===== src/rtl/conv_accum_ctrl_pkg.sv =====
// rtl/conv_accum_ctrl_pkg.sv - shared conv types, default widths and saturating add
package conv_accum_ctrl_pkg;

  localparam int DEF_WIDTH     = 9;
  localparam int DEF_ACC_WIDTH = 24;
  localparam int DEF_CH_W      = 8;

  typedef enum logic [1:0] {
    ST_IDLE  = 2'd0,
    ST_ACCUM = 2'd1,
    ST_OUT   = 2'd2
  } conv_state_t;

  typedef struct packed {
    logic               ovf;
    logic signed [63:0] val;
  } sat_res_t;

  // Operands arrive sign-extended to 64 bits; the result is clamped to a w-bit signed range.
  function automatic sat_res_t sat_add(input logic signed [63:0] a,
                                       input logic signed [63:0] b,
                                       input int unsigned w);
    logic signed [63:0] sum;
    logic signed [63:0] max_v;
    logic signed [63:0] min_v;
    sat_res_t           r;
    sum   = a + b;
    max_v = (64'sd1 <<< (w - 1)) - 64'sd1;
    min_v = -max_v - 64'sd1;
    r.ovf = 1'b0;
    r.val = sum;
    if (sum > max_v) begin
      r.ovf = 1'b1;
      r.val = max_v;
    end else if (sum < min_v) begin
      r.ovf = 1'b1;
      r.val = min_v;
    end
    return r;
  endfunction

endpackage


===== src/rtl/conv_accum_ctrl_if.sv =====
// rtl/conv_accum_ctrl_if.sv - tree-sum input and result output handshakes of the accumulator
interface conv_accum_ctrl_if
  import conv_accum_ctrl_pkg::*;
#(
  parameter int WIDTH     = DEF_WIDTH,
  parameter int ACC_WIDTH = DEF_ACC_WIDTH
);
  logic                        in_valid;
  logic                        in_ready;
  logic signed [2*WIDTH-1:0]   in_sum;
  logic                        out_valid;
  logic                        out_ready;
  logic signed [ACC_WIDTH-1:0] out_data;

  modport master (
    output in_valid, in_sum, out_ready,
    input  in_ready, out_valid, out_data
  );

  modport slave (
    input  in_valid, in_sum, out_ready,
    output in_ready, out_valid, out_data
  );
endinterface


===== src/rtl/conv_accum_ctrl_sat_accum.sv =====
// rtl/conv_accum_ctrl_sat_accum.sv - sat_accum: accumulator register, saturating add, sticky ovf
module sat_accum
  import conv_accum_ctrl_pkg::*;
#(
  parameter int SUM_W     = 2 * DEF_WIDTH,
  parameter int ACC_WIDTH = DEF_ACC_WIDTH
) (
  input  logic                        clk,
  input  logic                        rst,
  input  logic                        load_i,
  input  logic signed [ACC_WIDTH-1:0] bias_i,
  input  logic                        add_i,
  input  logic signed [SUM_W-1:0]     sum_i,
  output logic signed [ACC_WIDTH-1:0] acc_o,
  output logic                        ovf_o
);
  logic signed [ACC_WIDTH-1:0] acc_q, acc_d;
  logic                        ovf_q, ovf_d;
  sat_res_t                    res;
  logic                        unused_hi;

  // Range compare on the widened sum is equivalent to checking the ACC_WIDTH+1 carry bit.
  assign res       = sat_add(64'(acc_q), 64'(sum_i), ACC_WIDTH);
  assign unused_hi = ^res.val[63:ACC_WIDTH];

  always_comb begin
    acc_d = acc_q;
    ovf_d = ovf_q;
    if (load_i) begin
      acc_d = bias_i;
      ovf_d = 1'b0;
    end else if (add_i) begin
      acc_d = res.val[ACC_WIDTH-1:0];
      ovf_d = ovf_q | res.ovf;
    end
  end

  always_ff @(posedge clk or posedge rst) begin
    if (rst) begin
      acc_q <= '0;
      ovf_q <= 1'b0;
    end else begin
      acc_q <= acc_d;
      ovf_q <= ovf_d;
    end
  end

  assign acc_o = acc_q;
  assign ovf_o = ovf_q;
endmodule


===== src/rtl/conv_accum_ctrl.sv =====
// rtl/conv_accum_ctrl.sv - per-pixel bias + channel accumulation sequencer after the conv adder tree
// Optional ReLU on the result under CONV_ACCUM_RELU_EN.
module conv_accum_ctrl
  import conv_accum_ctrl_pkg::*;
#(
  parameter int WIDTH     = DEF_WIDTH,
  parameter int ACC_WIDTH = DEF_ACC_WIDTH,
  parameter int CH_W      = DEF_CH_W
) (
  input  logic                        clk,
  input  logic                        rst,
  input  logic                        start_i,
  input  logic [CH_W-1:0]             cfg_num_ch_i,
  input  logic signed [ACC_WIDTH-1:0] cfg_bias_i,
  output logic                        busy_o,
  output logic                        ovf_o,
  output logic                        done_o,
  conv_accum_ctrl_if.slave            io
);
  if (ACC_WIDTH < 2 * WIDTH || ACC_WIDTH > 62) begin : g_bad_width
    $error("conv_accum_ctrl: ACC_WIDTH must be in [2*WIDTH, 62]");
  end

  conv_state_t                 state_q, state_d;
  logic [CH_W-1:0]             cnt_q, cnt_d;
  logic [CH_W-1:0]             num_ch_q, num_ch_d;
  logic                        done_q, done_d;
  logic                        load, add;
  logic signed [ACC_WIDTH-1:0] acc;
  logic signed [ACC_WIDTH-1:0] res_data;

  sat_accum #(
    .SUM_W    (2 * WIDTH),
    .ACC_WIDTH(ACC_WIDTH)
  ) u_sat_accum (
    .clk   (clk),
    .rst   (rst),
    .load_i(load),
    .bias_i(cfg_bias_i),
    .add_i (add),
    .sum_i (io.in_sum),
    .acc_o (acc),
    .ovf_o (ovf_o)
  );

  always_comb begin
    state_d  = state_q;
    cnt_d    = cnt_q;
    num_ch_d = num_ch_q;
    done_d   = 1'b0;
    load     = 1'b0;
    add      = 1'b0;
    unique case (state_q)
      ST_IDLE: begin
        if (start_i) begin
          load     = 1'b1;
          num_ch_d = cfg_num_ch_i;
          cnt_d    = '0;
          state_d  = (cfg_num_ch_i == '0) ? ST_OUT : ST_ACCUM;
        end
      end
      ST_ACCUM: begin
        if (io.in_valid) begin
          add   = 1'b1;
          cnt_d = cnt_q + 1'b1;
          if (cnt_q == num_ch_q - 1'b1) state_d = ST_OUT;
        end
      end
      ST_OUT: begin
        if (io.out_ready) begin
          done_d  = 1'b1;
          state_d = ST_IDLE;
        end
      end
      default: state_d = ST_IDLE;
    endcase
  end

  always_ff @(posedge clk or posedge rst) begin
    if (rst) begin
      state_q  <= ST_IDLE;
      cnt_q    <= '0;
      num_ch_q <= '0;
      done_q   <= 1'b0;
    end else begin
      state_q  <= state_d;
      cnt_q    <= cnt_d;
      num_ch_q <= num_ch_d;
      done_q   <= done_d;
    end
  end

`ifdef CONV_ACCUM_RELU_EN
  assign res_data = acc[ACC_WIDTH-1] ? '0 : acc;
`else
  assign res_data = acc;
`endif

  // Handshake outputs decode state only, so no input-to-output combinational path exists.
  assign busy_o       = (state_q != ST_IDLE);
  assign io.in_ready  = (state_q == ST_ACCUM);
  assign io.out_valid = (state_q == ST_OUT);
  assign io.out_data  = (state_q == ST_OUT) ? res_data : '0;
  assign done_o       = done_q;
endmodule


===== src/flat_wrapper.sv =====
// flat-port wrapper written by rule: the top's interface ports become plain ports
module conv_accum_ctrl_flat import conv_accum_ctrl_pkg::*;
#(
  parameter int WIDTH     = DEF_WIDTH,
  parameter int ACC_WIDTH = DEF_ACC_WIDTH,
  parameter int CH_W      = DEF_CH_W
)
  (clk, rst, start_i, cfg_num_ch_i, cfg_bias_i, busy_o, ovf_o, done_o, io_in_valid, io_in_sum, io_out_ready, io_in_ready, io_out_valid, io_out_data);
  conv_accum_ctrl_if #(.WIDTH(WIDTH), .ACC_WIDTH(ACC_WIDTH)) io_i ();
  input  logic clk;
  input  logic rst;
  input  logic start_i;
  input  logic [CH_W-1:0] cfg_num_ch_i;
  input  logic signed [ACC_WIDTH-1:0] cfg_bias_i;
  output logic busy_o;
  output logic ovf_o;
  output logic done_o;
  input wire logic [$bits(io_i.in_valid)-1:0] io_in_valid;
  input wire logic [$bits(io_i.in_sum)-1:0] io_in_sum;
  input wire logic [$bits(io_i.out_ready)-1:0] io_out_ready;
  output wire logic [$bits(io_i.in_ready)-1:0] io_in_ready;
  output wire logic [$bits(io_i.out_valid)-1:0] io_out_valid;
  output wire logic [$bits(io_i.out_data)-1:0] io_out_data;
  assign io_i.in_valid = io_in_valid;
  assign io_i.in_sum = io_in_sum;
  assign io_i.out_ready = io_out_ready;
  assign io_in_ready = io_i.in_ready;
  assign io_out_valid = io_i.out_valid;
  assign io_out_data = io_i.out_data;
  conv_accum_ctrl #(.WIDTH(WIDTH), .ACC_WIDTH(ACC_WIDTH), .CH_W(CH_W)) u_core (.clk(clk), .rst(rst), .start_i(start_i), .cfg_num_ch_i(cfg_num_ch_i), .cfg_bias_i(cfg_bias_i), .busy_o(busy_o), .ovf_o(ovf_o), .done_o(done_o), .io(io_i));
endmodule

===== config.mk =====
export PLATFORM = sky130hd
export DESIGN_NAME = conv_accum_ctrl_flat
export DESIGN_NICKNAME = d
export VERILOG_FILES = /design/src/rtl/conv_accum_ctrl_pkg.sv /design/src/rtl/conv_accum_ctrl_if.sv /design/src/rtl/conv_accum_ctrl_sat_accum.sv /design/src/rtl/conv_accum_ctrl.sv /design/src/flat_wrapper.sv
export SDC_FILE = /design/constraint.sdc
export NUM_CORES = 1
export LEC_CHECK = 0
export CORE_MARGIN = 5
export CORE_UTILIZATION = 25
export CTS_CLUSTER_SIZE = 10
export DETAILED_ROUTE_END_ITERATION = 7
export PLACE_DENSITY = 0.49
export SLEW_MARGIN = 20
export SYNTH_ARGS = -nofsm -noshare
export SYNTH_HDL_FRONTEND = slang
export SYNTH_SLANG_ARGS = --single-unit

===== constraint.sdc =====
create_clock -name clk -period 5.15 [get_ports clk]
set_input_delay 1.03 -clock clk [delete_from_list [all_inputs] [get_ports clk]]
set_output_delay 1.03 -clock clk [all_outputs]
set_load 0.1 [all_outputs]

==> Flow_metrics.wiki, run 1 <==
{| class="wikitable"
! Metric !! Value
|-
| Ports placed on the boundary || 84
|-
| Final max-slew violation count || 0
|-
| Post-DP HPWL || 8.63 mm
|-
| Flop2flop setup slack || 1.71 ns
|-
| Number of rows created at floorplan || 44
|-
| Worst-path maximum fanout || 17
|-
| DIE AREA || 0.0175 sq mm
|-
| YS warnings || 0
|-
| Compound-cell area share of the yosys netlist || 23.3%
|-
| Worst Hold Margin || 0.506 ns
|-
| Worst IR drop on VDD || 0.176 mV
|-
| 1st-pass router iterations || 4
|-
| Setup bufs post-CTS || 0
|-
| CP Cell Sequence || clkdlybuf4s50_1, ha_1, a21oi_1, o21ai_0, nand4_1, o211ai_1, a211oi_4, mux2i_1, o21a_1, a22oi_1
|-
| Number of cells produced by synthesis || 466
|-
| Fin crit share || 82.4%
|-
| Simple-gate share of the synthesized area || 24.7%
|-
| Area share of the largest cell type after synthesis || 29.5%
|-
| Standard cell core area || 0.0146 sq mm
|-
| Dominant combinational cell family by area after synthesis || simple AND/OR/NAND/NOR gates
|-
| Number of violations reported at the end of detailed-routing iteration 0 || 288
|-
| Vias after detailed routing || 3623
|-
| First-pass GRT wire length || 19.1 mm
|-
| IO buf count || 83
|-
| Die Y-Extent || 132 um
|-
| Relative area change from synthesis to final layout || 30.7%
|-
| Initial antenna violation count || 0
|-
| Total congestion overflow || 0
|-
| Final core utilization || 33.4%
|-
| RSZ-0062 raised after global routing || false
|-
| Number of routed nets with antenna violations || 0
|-
| Setup Total Neg Slack || 0 ns
|-
| Cell leakage power || 1.98 nW
|-
| Vias per Instance || 5.00
|-
| Buffer depth of the longest clock path || 2
|-
| Post-Syn Nets || 548
|-
| Pin count of the biggest net entering global routing || 45
|-
| Most frequent cells in the layout || 83 x clkdlybuf4s50_1, 76 x nand2_1, 44 x dfrtp_1, 36 x nor2_1, 32 x a21oi_1
|-
| CTS root buffer || clkbuf_16
|-
| Critical path launch point type || primary input
|-
| Top delay family on crit path || compound AO/OA/AOI/OAI gates
|-
| Arithmetic-cell share of the synthesized area counting full adders, half adders and majority gates || 9.26%
|-
| Portion of the post-synthesis area used by sequential elements || 29.5%
|-
| Mux share of post-synthesis cell area || 2.15%
|-
| Cell with the biggest individual delay on the critical path || o21a_1
|-
| Required time reported for the critical path endpoint || 5.27 ns
|-
| Headroom to the max-slew limit || 34.3%
|-
| Flip-flop and latch count after synthesis || 44
|-
| Via count of the first global-routing pass || 3767
|-
| Worst flop-to-flop path endpoint || u_core.u_sat_accum.acc_o[11]$_DFFE_PP0P_
|-
| Syn avg cell area || 8.00 sq um
|-
| Total GRT Usage || 13.1%
|-
| Clock latency on the worst-skew pair || 0.29 ns
|-
| Crit path from || io_in_sum[17]
|-
| Routability-driven placement congestion ratio || 0.790
|-
| Hold Violations, Final || 0
|-
| R2R depth || 9
|-
| Final count of negative-setup-slack endpoints || 0
|-
| Ranking of synthesized cells by area || dfrtp_1 30%, ha_1 8.7%, nand2_1 7.6%
|-
| Max Clk Rate || 236 MHz
|-
| Min Tclk post-route || 4.24 ns
|-
| Mean routed wirelength per cell || 15.8 um
|-
| Total power divided by cell area || 573 mW/mm^2
|-
| Count of inserted antenna diode cells || 0
|-
| Stages on worst setup path || 10
|-
| Status || complete, no violations
|-
| Cell accounting for the most synthesized area || dfrtp_1
|-
| Critical path endpoint category || flop
|-
| Worst setup skew after layout || 0.0104 ns
|-
| Register clock-pin slew on the reported worst setup and hold paths || 0.06 ns
|-
| Buffers and inverters on the worst path || 1
|-
| Initial cell density of the core || 25.6%
|-
| Distinct cells, synth || 51
|-
| Most common library cell in the layout ignoring fill and taps || clkdlybuf4s50_1
|-
| Wire length after detailed routing || 11.5 mm
|-
| CTS buffer count || 5
|-
| Category of the most critical setup path || primary input to flop
|-
| Hold-fix buffers at CTS || 0
|-
| Xor and xnor fraction of the mapped netlist area || 6.81%
|-
| TritonCTS clock tree || built
|-
| Last element of the critical path || u_core.u_sat_accum.acc_o[11]$_DFFE_PP0P_
|-
| Pin slew with the least headroom to its limit || 0.983 ns
|-
| Critical R2R Launch || u_core.u_sat_accum.acc_o[6]$_DFFE_PP0P_
|-
| Net count of the finished layout || 622
|-
| Worst EP arrival || 4.36 ns
|-
| Synthesized cell area || 0.00373 sq mm
|-
| Largest stage delay on the critical path || 0.79 ns
|-
| DRC errors left || 0
|-
| Post-cts gate resize count || 0
|-
| Share of layout cells above drive strength 1 || 5.74%
|-
| Number of sinks handled by clock tree synthesis || 44
|-
| Count of H-tree levels built during CTS || 2
|-
| Max Cap Viol || 0
|-
| Path class of the lowest-slack min-delay path || flop to flop
|-
| Horizontal die dimension || 132 um
|}
-- worst register-to-register path: cells and delay by family, from the launching register on --
family,cells,cell delay [ns]
multiplexers,1,0.31
adder cells (fa/ha/maj),1,0.37
AO/OA/AOI/OAI,7,2.17
flip-flops,1,0.41
-- Yosys cell counts (all sizes together) --
cell type / number
a32oi: 6
a22oi: 9
and3: 2
nor3b: 2
a22o: 1
a221oi: 1
nor4: 3
nand3b: 1
o21a: 2
and2: 28
a21o: 2
o221ai: 1
inv: 14
a311o: 1
o21ai: 32
nand4: 7
a2111oi: 1
a211oi: 2
a31oi: 3
mux2i: 8
ha: 26
or3: 7
nand2b: 8
nand2: 76
a41oi: 2
nor3: 6
a21oi: 41
xor2: 15
o22ai: 11
nor2b: 5
nand4b: 2
fa: 1
xnor2: 14
nor2: 36
clkbuf: 19
o31ai: 1
buf: 4
o211ai: 10
dfrtp: 44
o311ai: 1
nand3: 11
-- metrics by stage --
stage          cell area [sq um]  std cells  setup slack, ns  total power, W
3_5_place_dp                4740        717            0.577         0.00247
4_1_cts                     4870        724            0.877         0.00282
5_1_grt                     4870        724            0.701         0.00306
3_3_place_gp                4740        717            0.678         0.00246
2_1_floorplan               3730        466             1.56         0.00205
6_report                    4870        724            0.908         0.00279
-- cell type report --
class	count	area [sq um]
Timing Repair Buffer	90	883
Clock inverter	2	12.5
Clock buffer	5	125
Sequential cell	44	1100
Multi-Input combinational cell	385	2470
Tap cell	184	230
Inverter	14	52.6
Fill cell	1499	9710
-- registers in the layout, indices dropped and copies added (netlist names) --
signal                    flops
u_core.cnt_q                  8
u_core.done_o                 1
u_core.num_ch_q               8
u_core.state_q                2
u_core.u_sat_accum.acc_o     24
u_core.u_sat_accum.ovf_o      1
-- worst min-delay path by stage --
stage                                        start                        endpoint  slack [ns]  cells past startpoint
finish              u_core.num_ch_q[7]$_DFFE_PP0P_  u_core.num_ch_q[7]$_DFFE_PP0P_        0.51                      2
global route        u_core.num_ch_q[7]$_DFFE_PP0P_  u_core.num_ch_q[7]$_DFFE_PP0P_        0.57                      2
CTS                 u_core.num_ch_q[7]$_DFFE_PP0P_  u_core.num_ch_q[7]$_DFFE_PP0P_        0.51                      2
detailed placement  u_core.num_ch_q[7]$_DFFE_PP0P_  u_core.num_ch_q[7]$_DFFE_PP0P_        0.49                      2
global placement    u_core.num_ch_q[7]$_DFFE_PP0P_  u_core.num_ch_q[7]$_DFFE_PP0P_        0.50                      2
floorplan           u_core.num_ch_q[7]$_DFFE_PP0P_  u_core.num_ch_q[7]$_DFFE_PP0P_        0.47                      2
-- cell families (layout without fill, tap and decap cells) --
kind of cell | after synthesis | after routing
AOI/OAI and AO/OA | 127 | 127
xor gates and xnor gates | 29 | 29
adders and majority gates | 27 | 27
buffers and inverters | 37 | 111
DFF | 44 | 44
muxes | 8 | 8
and+or+nand+nor | 194 | 194
-- where the power goes --
part | switching (W) | total [W] | internal (W)
Clock | 0.000142 | 0.000318 | 0.000176
Sequential | 0.000153 | 0.000653 | 0.000499
Combinational | 0.00110 | 0.00182 | 0.000725
Total | 0.00139 | 0.00279 | 0.00140
-- per-layer routing --
layer	vias up	global-route usage (%)	routed length [um]
met3	11	2.60	509
li1	1801	-	-
met1	1728	18.0	5540
met2	83	21.3	5270
met5	-	0	0
met4	0	2.91	142
Power figures use the tool's default switching activity.
==> run 2: changes to the inputs <==
--- a/config.mk
+++ b/config.mk
@@ -9,7 +9,7 @@
 export CORE_UTILIZATION = 25
 export CTS_CLUSTER_SIZE = 10
 export DETAILED_ROUTE_END_ITERATION = 7
-export PLACE_DENSITY = 0.49
+export PLACE_DENSITY = 0.51
 export SLEW_MARGIN = 20
 export SYNTH_ARGS = -nofsm -noshare
 export SYNTH_HDL_FRONTEND = slang
==> constraint.sdc (replaced) <==
create_clock -name clk -period 3.5 [get_ports clk]
set_input_delay 0.7 -clock clk [delete_from_list [all_inputs] [get_ports clk]]
set_output_delay 0.7 -clock clk [all_outputs]
set_load 0.1 [all_outputs]
==> run 2 against run 1 <==
Non-clock buffer count rose by 28. Global-route usage rose by 0.29 points. First-iteration DRC count fell by 1.7%. Die area did not move. Design area rose by 4.5%. Cell count rose by 3.9%. Worst hold slack improved by 0.020 ns. Critical path type unchanged. Largest cell class unchanged.
==> Flow_metrics.wiki, run 2 (synthesized netlist as in run 1, its figures left out) <==
{| class="wikitable"
! Metric !! Value
|-
| Setup Total Neg Slack || 0 ns (unchanged)
|-
| Mean routed wirelength per cell || 15.8 um (about the same)
|-
| Count of inserted antenna diode cells || 0 (unchanged)
|-
| Final max-slew violation count || 0 (unchanged)
|-
| R2R depth || 10 (+1)
|-
| Met2 track utilization from global routing || 22.8% (+1.5 points)
|-
| Horizontal die dimension || 132 um (unchanged)
|-
| 1st-pass router iterations || 4 (unchanged)
|-
| Required time reported for the critical path endpoint || 3.70 ns (-1.57 ns)
|-
| Max Clk Rate || 303 MHz
|-
| Setup bufs post-CTS || 0 (unchanged)
|-
| Clock latency on the worst-skew pair || 0.29 ns (about the same)
|-
| Headroom to the max-slew limit || 35.2% (+0.96 points)
|-
| Share of layout cells above drive strength 1 || 15.8% (+10 points)
|-
| Final count of negative-setup-slack endpoints || 0 (unchanged)
|-
| Number of violations reported at the end of detailed-routing iteration 0 || 283 (-1.7%)
|-
| Number of non-filler instances in the completed layout || 752 (+3.9%)
|-
| Total power divided by cell area || 890 mW/mm^2 (+55%)
|-
| Initial antenna violation count || 1 (+1)
|-
| Hold Path Origin || u_core.u_sat_accum.ovf_o$_DFFE_PP0P_
|-
| Number of rows created at floorplan || 44 (unchanged)
|-
| Critical path launch point type || primary input
|-
| Pin count of the biggest net entering global routing || 33 (-27%)
|-
| Final core utilization || 34.9% (+1.5 points)
|-
| CTS buffer count || 5 (unchanged)
|-
| Worst IR drop on VDD || 0.265 mV (+51%)
|-
| Category of the most critical setup path || primary input to flop
|-
| Routability-driven placement congestion ratio || 0.893 (+13%)
|-
| Worst EP arrival || 3.50 ns (-0.86 ns)
|-
| Global-route layer with the greatest usage || met2
|-
| Standard cell core area || 0.0146 sq mm (unchanged)
|-
| Min Tclk post-route || 3.30 ns
|-
| Vias after detailed routing || 3699 (+2.1%)
|-
| Worst hold path cell count || 2 (unchanged)
|-
| Fin crit share || 94.4%
|-
| Register clock-pin slew on the reported worst setup and hold paths || 0.07 ns (about the same)
|-
| Buffer depth of the longest clock path || 2 (unchanged)
|-
| Pin slew with the least headroom to its limit || 0.969 ns (-0.0144 ns)
|-
| Critical R2R Launch || u_core.u_sat_accum.acc_o[15]$_DFFE_PP0P_
|-
| Max Cap Viol || 0 (unchanged)
|-
| RSZ-0062 raised after global routing || true
|-
| Most common library cell in the layout ignoring fill and taps || nand2_1
|-
| Total GRT Usage || 13.4% (+0.29 points)
|-
| Cell leakage power || 2.20 nW (+11%)
|-
| Number of routed nets with antenna violations || 0 (unchanged)
|-
| Count of H-tree levels built during CTS || 2 (unchanged)
|-
| Met1 track utilization from global routing || 17.5% (-0.52 points)
|-
| Met3 Resource Use GR || 2.37% (-0.23 points)
|-
| Wire length after detailed routing || 11.9 mm (+3.8%)
|-
| Initial cell density of the core || 25.6% (unchanged)
|-
| WHS Endpoint || u_core.u_sat_accum.ovf_o$_DFFE_PP0P_
|-
| Worst flop-to-flop path endpoint || u_core.u_sat_accum.acc_o[0]$_DFFE_PP0P_
|-
| Most frequent cells in the layout || 76 x nand2_1, 60 x buf_4, 55 x clkdlybuf4s50_1, 44 x dfrtp_1, 36 x nor2_1
|-
| Cells after DPL || 744 (+3.8%)
|-
| DRC errors left || 0 (unchanged)
|-
| Hold Violations, Final || 0 (unchanged)
|-
| Flop2flop setup slack || 0.68 ns (-1.03 ns)
|-
| Via count of the first global-routing pass || 4019 (+6.7%)
|-
| Ports placed on the boundary || 84 (unchanged)
|-
| Number of sinks handled by clock tree synthesis || 44 (unchanged)
|-
| Vias per Instance || 4.92 (-1.7%)
|-
| Die Y-Extent || 132 um (unchanged)
|-
| Pwr Total || 0.00453 W (+62%)
|-
| TritonCTS clock tree || built
|-
| Critical path endpoint category || flop
|-
| Status || complete, no violations
|-
| Relative area change from synthesis to final layout || 36.6%
|-
| Worst-path maximum fanout || 9 (-8)
|-
| Net count of the finished layout || 650 (+4.5%)
|-
| DIE AREA || 0.0175 sq mm (unchanged)
|-
| First-pass GRT wire length || 19.6 mm (+2.6%)
|-
| Total congestion overflow || 0 (unchanged)
|-
| Post-DP HPWL || 9.13 mm (+5.7%)
|-
| Path class of the lowest-slack min-delay path || flop to flop
|-
| Worst setup skew after layout || 0.00401 ns (-0.00641 ns)
|-
| IO buf count || 83 (unchanged)
|-
| CTS root buffer || clkbuf_16
|-
| Max FFs per register || 24 (unchanged)
|}
-- run 2: cell types whose count changed in the layout (fill, tap and decap cells not counted), sizes merged --
| cell | before | now |
|---|---|---|
| bufinv | 0 | 2 |
| buf | 7 | 63 |
| clkinv | 2 | 1 |
| clkdlybuf4s50 | 83 | 55 |
| clkinvlp | 1 | 0 |
-- run 2: how the worst max path moves through the flow --
| stage | depth (start not counted) | to | start | slack, ns |
|---|---|---|---|---|
| after floorplan | 4 | io_out_data[14] | u_core.state_q[0]$_DFFE_PP0P_ | 0.24 |
| after CTS | 12 | u_core.u_sat_accum.acc_o[18]$_DFFE_PP0P_ | io_in_sum[1] | 0.24 |
| after detailed placement | 12 | u_core.u_sat_accum.acc_o[17]$_DFFE_PP0P_ | io_in_sum[1] | -0.06 |
| after global placement | 13 | u_core.u_sat_accum.acc_o[2]$_DFFE_PP0P_ | io_in_sum[0] | 0.01 |
| final | 13 | u_core.u_sat_accum.acc_o[2]$_DFFE_PP0P_ | io_in_sum[0] | 0.20 |
| after global routing | 13 | u_core.u_sat_accum.acc_o[2]$_DFFE_PP0P_ | io_in_sum[0] | -0.02 |
-- run 2: through the flow --
stage	setup slack, ns	instance area (sq um)	hold WS (ns)
final	0.197	5090	0.526
after global routing	-0.0218	5090	0.554
after CTS	0.241	5080	0.521
after detailed placement	-0.0599	4900	0.506
after global placement	0.0149	4890	0.495
after floorplan	0.240	3730	0.465
-- run 2: per-layer routing --
| metal | routed length (um) | part of all wire (%) |
|---|---|---|
| met1 | 5630 | 47 |
| met5 | 0 | 0 |
| met4 | 238 | 2.0 |
| met3 | 426 | 3.6 |
| met2 | 5610 | 47 |
-- run 2: where the power goes --
part / internal [W] / total (W) / leakage [nW] / switching [W]
clock: 0.000406 / 0.000620 / 0.0899 / 0.000214
combinational: 0.00126 / 0.00294 / 1.60 / 0.00168
sequential: 0.000734 / 0.000968 / 0.514 / 0.000234
-- run 2: critical path: stages --
cell	delay [ns]
clkdlybuf4s50_1	0.46
ha_1	0.17
inv_1	0.05
fa_1	0.37
nand2b_1	0.18
a21oi_2	0.15
o21ai_1	0.12
o31ai_2	0.33
a221oi_2	0.17
mux2i_2	0.27
buf_4	0.23
nand3_1	0.10
a22oi_1	0.18
-- run 2: timing repair --
| action | in CTS | in global routing |
|---|---|---|
| gates resized for setup | 0 | 4 |
| hold buffers | 0 | 0 |
| endpoints found under the setup margin | 0 | 6 |
-- run 2: area by class of cell --
| cell class | count | area (sq um) |
|---|---|---|
| Clock buffer | 5 | 125 |
| Clock inverter | 2 | 60.1 |
| Fill cell | 1491 | 9500 |
| Inverter | 14 | 53.8 |
| Multi-Input combinational cell | 385 | 2480 |
| Sequential cell | 44 | 1100 |
| Tap cell | 184 | 230 |
| Timing Repair Buffer | 118 | 1050 |
==> run 3: changes to the inputs <==
--- a/config.mk
+++ b/config.mk
@@ -5,12 +5,13 @@
 export SDC_FILE = /design/constraint.sdc
 export NUM_CORES = 1
 export LEC_CHECK = 0
+export ABC_CLOCK_PERIOD_IN_PS = 3500
+export CAP_MARGIN = 20
 export CORE_MARGIN = 5
 export CORE_UTILIZATION = 25
 export CTS_CLUSTER_SIZE = 10
 export DETAILED_ROUTE_END_ITERATION = 7
 export PLACE_DENSITY = 0.51
-export SLEW_MARGIN = 20
 export SYNTH_ARGS = -nofsm -noshare
 export SYNTH_HDL_FRONTEND = slang
 export SYNTH_SLANG_ARGS = --single-unit
==> run 3 against run 2 <==
Clock power shrank 7.4%. Design area grew 1.6%. First-iteration DRC count is 9.5% lower. Non-clock buffer count is 3 higher. Worst setup slack got worse by 0.12 ns. Via count is 2.5% higher. Clock skew up 0.0071 ns. Sequential share of layout area fell by 0.34 points. Critical path depth shrank 2. Sequential cell count stayed put. Critical path type unchanged. Critical endpoint is now u_core.u_sat_accum.acc_o[15]$_DFFE_PP0P_. Largest power group unchanged.
==> Flow_metrics.wiki, run 3 (synthesized netlist as in run 1, its figures left out) <==
{| class="wikitable"
! Metric !! Value
|-
| Status || complete, no violations
|-
| Critical R2R Launch || u_core.u_sat_accum.acc_o[1]$_DFFE_PP0P_
|-
| Worst slack at placement || -0.0653 ns (-0.00540 ns)
|-
| Most frequent cells in the layout || 76 x nand2_1, 60 x buf_4, 55 x clkdlybuf4s50_1, 44 x dfrtp_1, 36 x nor2_1
|-
| Net count of the finished layout || 653 (+0.46%)
|-
| Pin slew with the least headroom to its limit || 0.978 ns (+0.00945 ns)
|-
| Worst EP arrival || 3.63 ns (+0.13 ns)
|-
| Global-route layer with the greatest usage || met2
|-
| Path class of the lowest-slack min-delay path || flop to flop
|-
| Headroom to the max-slew limit || 34.6% (-0.63 points)
|-
| Max Clk Rate || 292 MHz (-3.5%)
|-
| Max Cap Viol || 0 (unchanged)
|-
| Worst-path maximum fanout || 6 (-3)
|-
| Max FFs per register || 24 (unchanged)
|-
| Met1 track utilization from global routing || 17.3% (-0.19 points)
|-
| Worst Hold Margin || 0.510 ns (-0.0165 ns)
|-
| Largest stage delay on the critical path || 0.57 ns (+0.11 ns)
|-
| Fill cells || 1471 (-1.3%)
|-
| WHS Endpoint || u_core.num_ch_q[7]$_DFFE_PP0P_
|-
| Number of violations reported at the end of detailed-routing iteration 0 || 256 (-9.5%)
|-
| CTS buffer count || 5 (unchanged)
|-
| First-pass GRT wire length || 19.7 mm (+0.42%)
|-
| Fin crit share || 97.8% (+3.4 points)
|-
| Register clock-pin slew on the reported worst setup and hold paths || 0.07 ns (about the same)
|-
| CTS root buffer || clkbuf_16
|-
| Post-DP HPWL || 9.25 mm (+1.4%)
|-
| Post-route cell area || 0.00517 sq mm (+1.6%)
|-
| Mean routed wirelength per cell || 15.9 um (+0.48%)
|-
| Initial cell density of the core || 25.6% (unchanged)
|-
| Cell with the biggest individual delay on the critical path || nor3_1
|-
| Critical path endpoint category || flop
|-
| Worst IR drop on VDD || 0.270 mV (+1.7%)
|-
| Dpl cell area || 0.00492 sq mm (+0.54%)
|-
| Total power divided by cell area || 883 mW/mm^2 (-0.73%)
|-
| Met2 track utilization from global routing || 23.4% (+0.67 points)
|-
| Final count of negative-setup-slack endpoints || 0 (unchanged)
|-
| Number of routed nets with antenna violations || 0 (unchanged)
|-
| Clock latency on the worst-skew pair || 0.30 ns (about the same)
|-
| Wire length after detailed routing || 12.0 mm (+1.0%)
|-
| Initial antenna violation count || 0 (-1)
|-
| CP Cell Sequence || clkdlybuf4s50_1, buf_4, ha_1, and2_1, nand3_1, nor3_1, a211oi_4, mux2i_1, buf_4, or3_1, o211ai_1
|-
| Count of H-tree levels built during CTS || 2 (unchanged)
|-
| Total congestion overflow || 0 (unchanged)
|-
| Min Tclk post-route || 3.42 ns (+0.121 ns)
|-
| Vias after detailed routing || 3793 (+2.5%)
|-
| Critical path launch point type || primary input
|-
| Worst setup skew after layout || 0.0111 ns (+0.00712 ns)
|-
| Hold Violations, Final || 0 (unchanged)
|-
| Total area of sequential cells || 0.00110 sq mm (unchanged)
|-
| IO buf count || 83 (unchanged)
|-
| Setup Total Neg Slack || 0 ns (unchanged)
|-
| Worst flop-to-flop path endpoint || u_core.u_sat_accum.acc_o[15]$_DFFE_PP0P_
|-
| Area of the multi-input gates || 0.00252 sq mm (+1.6%)
|-
| Pin count of the biggest net entering global routing || 33 (unchanged)
|-
| Met3 Resource Use GR || 2.29% (-0.076 points)
|-
| Count of inserted antenna diode cells || 0 (unchanged)
|-
| 1st-pass router iterations || 4 (unchanged)
|-
| Number of rows created at floorplan || 44 (unchanged)
|-
| Number of sinks handled by clock tree synthesis || 44 (unchanged)
|-
| Horizontal die dimension || 132 um (unchanged)
|-
| Most common library cell in the layout ignoring fill and taps || nand2_1
|-
| DRC errors left || 0 (unchanged)
|-
| TritonCTS clock tree || built
|-
| DIE AREA || 0.0175 sq mm (unchanged)
|-
| Required time reported for the critical path endpoint || 3.70 ns (about the same)
|-
| Via count of the first global-routing pass || 4034 (+0.37%)
|-
| R2R depth || 10 (unchanged)
|-
| Standard cell core area || 0.0146 sq mm (unchanged)
|-
| Die Y-Extent || 132 um (unchanged)
|-
| Ports placed on the boundary || 84 (unchanged)
|-
| Final max-slew violation count || 0 (unchanged)
|-
| Buffer depth of the longest clock path || 2 (unchanged)
|-
| Flop2flop setup slack || 0.65 ns (-0.03 ns)
|-
| Post-route worst setup slack || 0.0764 ns (-0.121 ns)
|-
| Worst hold path cell count || 2 (unchanged)
|-
| Relative area change from synthesis to final layout || 38.7%
|-
| Total GRT Usage || 13.5% (+0.10 points)
|-
| Share of layout cells above drive strength 1 || 16.6% (+0.76 points)
|-
| Category of the most critical setup path || primary input to flop
|-
| Routability-driven placement congestion ratio || 0.893 (unchanged)
|-
| Most used cell along the critical path || buf_4
|-
| Vias per Instance || 5.02 (+2.0%)
|-
| Cell leakage power || 2.23 nW (+1.3%)
|-
| Hold Path Origin || u_core.num_ch_q[7]$_DFFE_PP0P_
|}
==> run 3: per-layer routing <==
metal	up-vias	part of all wire, %
li1	1871	-
met1	1825	46
met2	83	48
met3	14	4.2
met4	0	1.9
met5	-	0
==> run 3: what timing repair did <==
| item | in CTS | in global routing |
|---|---|---|
| endpoints found under the setup margin | 0 | 10 |
| setup buffers | 0 | 1 |
| hold buffers | 0 | 0 |
| gates resized for setup | 0 | 10 |
==> run 3: how the worst max path moves through the flow <==
stage	startpoint	to	cells past startpoint
after floorplan	u_core.state_q[0]$_DFFE_PP0P_	io_out_data[14]	4
after global placement	io_in_sum[0]	u_core.u_sat_accum.acc_o[2]$_DFFE_PP0P_	13
after detailed placement	io_in_sum[0]	u_core.u_sat_accum.acc_o[15]$_DFFE_PP0P_	13
after CTS	io_in_sum[0]	u_core.u_sat_accum.acc_o[15]$_DFFE_PP0P_	13
after global routing	io_in_sum[17]	u_core.u_sat_accum.acc_o[16]$_DFFE_PP0P_	11
final	io_in_sum[17]	u_core.u_sat_accum.acc_o[15]$_DFFE_PP0P_	11
==> run 3: worst max-delay path, delay by kind of cell <==
family                     cells  cell delay (ns)
AOI/OAI and AO/OA              2             0.32
adders and majority gates      1             0.29
buffers and inverters          3             0.79
muxes                          1             0.19
and+or+nand+nor                4             1.32
==> run 3: where the power goes <==
group	leakage, nW	internal (W)	switching, W	total (W)
Combinational	1.63	0.00131	0.00172	0.00303
Sequential	0.514	0.000734	0.000232	0.000966
Clock	0.0871	0.000358	0.000216	0.000574
==> run 3: layout make-up <==
| cell class | instances | area share, % |
|---|---|---|
| clock inverter | 2 | 0.750 |
| clock buffer | 6 | 2.68 |
| multi-input combinational | 385 | 48.6 |
| tap | 184 | 4.45 |
| inverter | 14 | 1.02 |
| sequential | 44 | 21.3 |
| timing repair buffer | 121 | 21.2 |
==> run 3: through the flow <==
step                      total power, W  utilization (%)  std cells
after detailed placement         0.00390             33.7        745
after floorplan                  0.00302                -        466
after global placement           0.00387             33.6        744
after global routing             0.00497             35.5        756
after CTS                        0.00451             35.0        753
final                            0.00457             35.5        756
